<file path="config.mk">
export PLATFORM = sky130hd
export DESIGN_NAME = pipelined_alu
export DESIGN_NICKNAME = d
export VERILOG_FILES = /design/src/rtl/alu_pkg.sv /design/src/rtl/alu_core.sv /design/src/rtl/pipelined_alu.sv
export SDC_FILE = /design/constraint.sdc
export NUM_CORES = 2
export LEC_CHECK = 0
export ABC_AREA = 1
export BUFFER_PORTS_ARGS = -buffer_cell sky130_fd_sc_hd__buf_2
export CAP_MARGIN = 20
export CORE_ASPECT_RATIO = 1.1
export CORE_MARGIN = 8
export CORE_UTILIZATION = 27
export CTS_CLUSTER_DIAMETER = 150
export DETAILED_ROUTE_END_ITERATION = 8
export SYNTH_ARGS = -nofsm -noshare
export SYNTH_HDL_FRONTEND = slang
export SYNTH_SLANG_ARGS = --single-unit
export TNS_END_PERCENT = 5
</file>
<file path="constraint.sdc">
create_clock -name clk -period 10.82 [get_ports clk]
set_clock_uncertainty 0.2 [all_clocks]
set_input_delay 1.623 -clock clk [delete_from_list [all_inputs] [get_ports clk]]
set_output_delay 1.623 -clock clk [all_outputs]
set_load 0.01 [all_outputs]
</file>
<file path="src/rtl/alu_pkg.sv">
// Shared opcode definitions for the pipelined ALU.
package alu_pkg;

  typedef enum logic [3:0] {
    OP_ADD = 4'd0,
    OP_SUB = 4'd1,
    OP_MUL = 4'd2,
    OP_AND = 4'd3,
    OP_OR  = 4'd4,
    OP_XOR = 4'd5,
    OP_SHL = 4'd6,
    OP_SHR = 4'd7,
    OP_LT  = 4'd8,
    OP_EQ  = 4'd9,
    OP_GT  = 4'd10,
    OP_LTE = 4'd11,
    OP_GTE = 4'd12
  } alu_op_t;

  // Highest defined opcode; anything above it is illegal.
  localparam int unsigned ALU_OP_LAST = 12;

endpackage

</file>
<file path="src/rtl/alu_core.sv">
// Combinational two-operand ALU: arithmetic, logic, shifts and compares.
module alu_core
  import alu_pkg::*;
#(
  parameter int unsigned WIDTH  = 32,
  parameter bit          SIGNED = 1'b0
) (
  input  logic [3:0]       op,
  input  logic [WIDTH-1:0] left,
  input  logic [WIDTH-1:0] right,
  output logic [WIDTH-1:0] result,
  output logic             illegal
);

  logic             lt;
  logic             gt;
  logic             eq;
  logic [WIDTH-1:0] shr_res;

  // Magnitude compares and right shift follow the configured signedness.
  always_comb begin
    eq = (left == right);
    if (SIGNED) begin
      lt      = ($signed(left) < $signed(right));
      gt      = ($signed(left) > $signed(right));
      shr_res = $unsigned($signed(left) >>> right);
    end else begin
      lt      = (left < right);
      gt      = (left > right);
      shr_res = left >> right;
    end
  end

  // Opcode decode; undefined opcodes yield zero and raise illegal.
  always_comb begin
    result  = '0;
    illegal = (32'(op) > ALU_OP_LAST);
    case (op)
      OP_ADD:  result = left + right;
      OP_SUB:  result = left - right;
      OP_MUL:  result = left * right;
      OP_AND:  result = left & right;
      OP_OR:   result = left | right;
      OP_XOR:  result = left ^ right;
      OP_SHL:  result = left << right;
      OP_SHR:  result = shr_res;
      OP_LT:   result = WIDTH'(lt);
      OP_EQ:   result = WIDTH'(eq);
      OP_GT:   result = WIDTH'(gt);
      OP_LTE:  result = WIDTH'(lt | eq);
      OP_GTE:  result = WIDTH'(gt | eq);
      default: result = '0;
    endcase
  end

endmodule

</file>
<file path="src/rtl/pipelined_alu.sv">
// Fixed-latency pipelined ALU: one op per cycle, result LATENCY cycles later.
module pipelined_alu
  import alu_pkg::*;
#(
  parameter int unsigned WIDTH   = 32,
  parameter int unsigned LATENCY = 2,
  parameter bit          SIGNED  = 1'b0
) (
  input  logic             clk,
  input  logic             reset,
  input  logic             _go,
  input  logic [3:0]       op,
  input  logic [WIDTH-1:0] left,
  input  logic [WIDTH-1:0] right,
  output logic [WIDTH-1:0] out,
  output logic             out_valid,
  output logic             illegal
);

  if (LATENCY == 0) begin : g_bad_latency
    $error("pipelined_alu: LATENCY must be at least 1");
  end

  // Index 0 is the combinational core output; index i is stage i's register.
  logic [LATENCY:0][WIDTH-1:0] res_chain;
  logic [LATENCY:0]            ill_chain;
  logic [LATENCY:0]            vld_chain;

  logic [WIDTH-1:0] core_res;
  logic             core_ill;

  alu_core #(
    .WIDTH  (WIDTH),
    .SIGNED (SIGNED)
  ) u_core (
    .op      (op),
    .left    (left),
    .right   (right),
    .result  (core_res),
    .illegal (core_ill)
  );

  assign res_chain[0] = core_res;
  assign ill_chain[0] = core_ill;
  assign vld_chain[0] = _go;

  for (genvar i = 0; i < LATENCY; i++) begin : g_stage
    logic [WIDTH-1:0] res_q;
    logic             ill_q;
    logic             vld_q;

    // Valid shifts every cycle; data loads only behind a valid so it holds between strobes.
    always_ff @(posedge clk) begin
      if (reset) begin
        res_q <= '0;
        ill_q <= 1'b0;
        vld_q <= 1'b0;
      end else begin
        vld_q <= vld_chain[i];
        if (vld_chain[i]) begin
          res_q <= res_chain[i];
          ill_q <= ill_chain[i];
        end
      end
    end

    assign res_chain[i+1] = res_q;
    assign ill_chain[i+1] = ill_q;
    assign vld_chain[i+1] = vld_q;
  end

  assign out       = res_chain[LATENCY];
  assign illegal   = ill_chain[LATENCY];
  assign out_valid = vld_chain[LATENCY];

endmodule
</file>
==> summary.txt <==
Place
  • Port bufs: 104
  • Final HPWL DP: 93100 um
  • Placer Congestion: 0.997

Logic synthesis
  • Syn Inst Count: 4342
  • Syn_area_per_cell: 6.50 um^2
  • Most frequent cell after synthesis: nand2_1
  • Number of distinct library cells after synthesis: 58
  • Post-synthesis instance area: 28200 um^2
  • Main synth FF type: dfxtp_1
  • Post-synth EDFFs: 0
  • Synth top area cells: fa_1 (29%), nand2_1 (17%), inv_1 (12%), ha_1 (9.7%), nand3_1 (5.3%)
  • Register area share after synthesis: 4.82%
  • Syn Nets: 5042
  • Commonest cells in the netlist: nand2_1 (1250), inv_1 (938), fa_1 (410)
  • Seq cells post-synth: 68
  • Yosys Warn Count: 0
  • Top cell type's share of synthesized area: 29.1%
  • Asr flop ratio synth: 0%
  • Synth area leader: fa_1

GRT
  • Global routing's busiest layer: met2
  • Vias in the first global route: 28700
  • First-pass GRT wire length: 177000 um
  • Met1 Track Usage GR: 25.8%
  • Total Routing Usage GR: 19.8%
  • Largest net degree at the start of global routing: 69
  • Grt ovf: 0
  • M2 GR Usage: 33.6%
  • Grt met3 use: 2.05%
  • Initial antenna violation count: 14

Final layout
  • Layout area overhead: 6.95%
  • Final #Nets: 4982
  • Share of cells above drive strength 1: 5.78%

Min path
  • Hold_sp: out[16]
  • Hold/Removal Path Class: flop to flop
  • Hold depth: 2
  • Worst Hold Endpoint: out[16]

Critical path
  • Reg2Reg Depth: 3
  • Worst Path Arrival: 9.46 ns
  • Crit-path most repeated cell: fa_1
  • Critical path endpoint category: flop
  • Crit path launch type: input pin
  • Setup CP Type: input pin to flop
  • Crit path max-delay cell type: buf_2
  • Max FO, Critical Path: 27
  • FF-to-FF End: out[9]
  • Slowest stage delay, CP: 0.70 ns
  • Worst EP required: 10.90 ns
  • Reg2reg start: g_stage[0].vld_q
  • Reg-to-reg slack, setup: 9.02 ns
  • CP delay by family, top: adder cells
  • Crit path buffers/inverters: 8

Route
  • DRC viols: 0
  • DR iter-0 viols: 2307
  • DRT Wirelength: 117000 um
  • Via count: 28100
  • Number of iterations in the first detailed-routing pass: 6
  • Wirelength per Cell: 20.6 um
  • Post-route ant nets: 0
  • Average vias per placed instance: 4.96

Status
  • Status: completed

Clock tree
  • Clock sinks: 68
  • Post-CTS resize count: 0
  • Post CTS Setup Buffer Count: 0
  • Root Driver: clkbuf_16
  • CTS Buffer Depth: 2
  • Worst skew pair latency: 0.35 ns
  • Clock-pin slew on the worst setup and hold paths: 0.08 ns
  • CTS Hold Bufs: 0
  • TritonCTS clock tree: yes
  • H-tree level count: 3
  • Num CTS Buffers: 9

STA
  • Post-route setup TNS: 0 ns
  • Fmax: 0.107 GHz
  • RSZ-0062 raised after global routing: false
  • Final Hold Fails: 0
  • Slew HR: 26.9%
  • Fin crit period: 9.37 ns
  • # setup viols final: 0
  • Slew @ Worst Pin: 1.10 ns
  • Final period util: 86.6%
  • Slew Viols, Final: 0

Floorplan
  • Core area: 104000 um^2
  • # IOs: 105
  • Die Area: 115000 um^2
  • Initial Utilization: 27.2%
  • DIE HEIGHT: 355 um
  • Die W: 324 um
  • Row Count: 124

Run
  • Maxcap violations: 0
[through the flow]
stage          worst slack, ns  area, um^2  hold slack, ns  util [%]  cells
2_1_floorplan             2.01       28200           0.236         -   4342
6_report                  1.45       30200           0.258      29.1   5674
3_3_place_gp              1.26       29900           0.246      28.8   5657
3_5_place_dp              1.26       29900           0.253      28.8   5657
5_1_grt                   1.13       30200           0.273      29.1   5673
4_1_cts                   1.59       30200           0.261      29.1   5673
[layer usage]
metal | up-vias | part of all wire (%)
met3 | 248 | 6.6
met5 | - | 0.0094
met1 | 13700 | 42
met4 | 2 | 4.7
met2 | 1109 | 47
li1 | 13100 | -
[cell usage in the layout, fill, tap and decap left out, drive strengths merged, types with 3 or more instances in the layout]
cell type     n
clkbuf       10
nand3       302
xor2         20
o221a         4
or2          13
ha          219
o2111ai       3
clkinv        9
nor2        190
nand4        45
a21o         12
o21bai       13
nor3         26
o211ai       27
xnor2        12
nand2      1257
o21a          5
o22ai        32
buf         145
fa          410
a31oi         6
a21oi       262
a2111oi       3
nand3b       14
o21ai       192
o221ai        3
a21boi        8
inv         954
dfxtp        68
nor4         10
[registers in the layout, indices dropped and copies added (netlist names)]
signal / cells
out: 32
out_valid: 1
g_stage.vld_q: 1
illegal: 1
g_stage.res_q: 32
g_stage.ill_q: 1
[layout make-up]
class                      count  area, um^2
multi-input combinational   3098       22300
tap                         1386        1730
inverter                     960        3610
timing repair buffer         145         846
clock buffer                  10         239
sequential                    68        1360
antenna                        1        2.50
clock inverter                 6        71.3
fill                       11600       73600
[cell families (layout without fill, tap and decap cells)]
group / Yosys count / after routing / synth area share [%]
AO/OA/AOI/OAI: 577 / 577 / 11.8
XOR/XNOR: 32 / 32 / 0.993
adder cells (fa/ha/maj): 629 / 629 / 38.8
buffers and inverters: 1176 / 1121 / 16.1
flip-flops: 68 / 68 / 4.82
multiplexers: 1 / 1 / 0.0355
other: 0 / 1 / 0
AND/OR/NAND/NOR: 1859 / 1859 / 27.4
[how the worst max path moves through the flow]
stage | start | end | slack [ns] | cells past startpoint
2_1_floorplan | right[2] | g_stage[0].res_q[25] | 2.01 | 32
3_3_place_gp | right[3] | g_stage[0].res_q[25] | 1.26 | 30
3_5_place_dp | left[8] | g_stage[0].res_q[25] | 1.26 | 31
4_1_cts | left[8] | g_stage[0].res_q[25] | 1.59 | 31
5_1_grt | right[3] | g_stage[0].res_q[25] | 1.13 | 30
6_report | left[8] | g_stage[0].res_q[25] | 1.45 | 31
[worst min-delay path, stage by stage (launching register included)]
cell     delay [ns]
dfxtp_1        0.30
nand2_1        0.06
a21oi_1        0.05
Power is left out: the tool's default activity adds up to more than one toggle a clock period on the data nets, which glitch-free logic cannot reach.
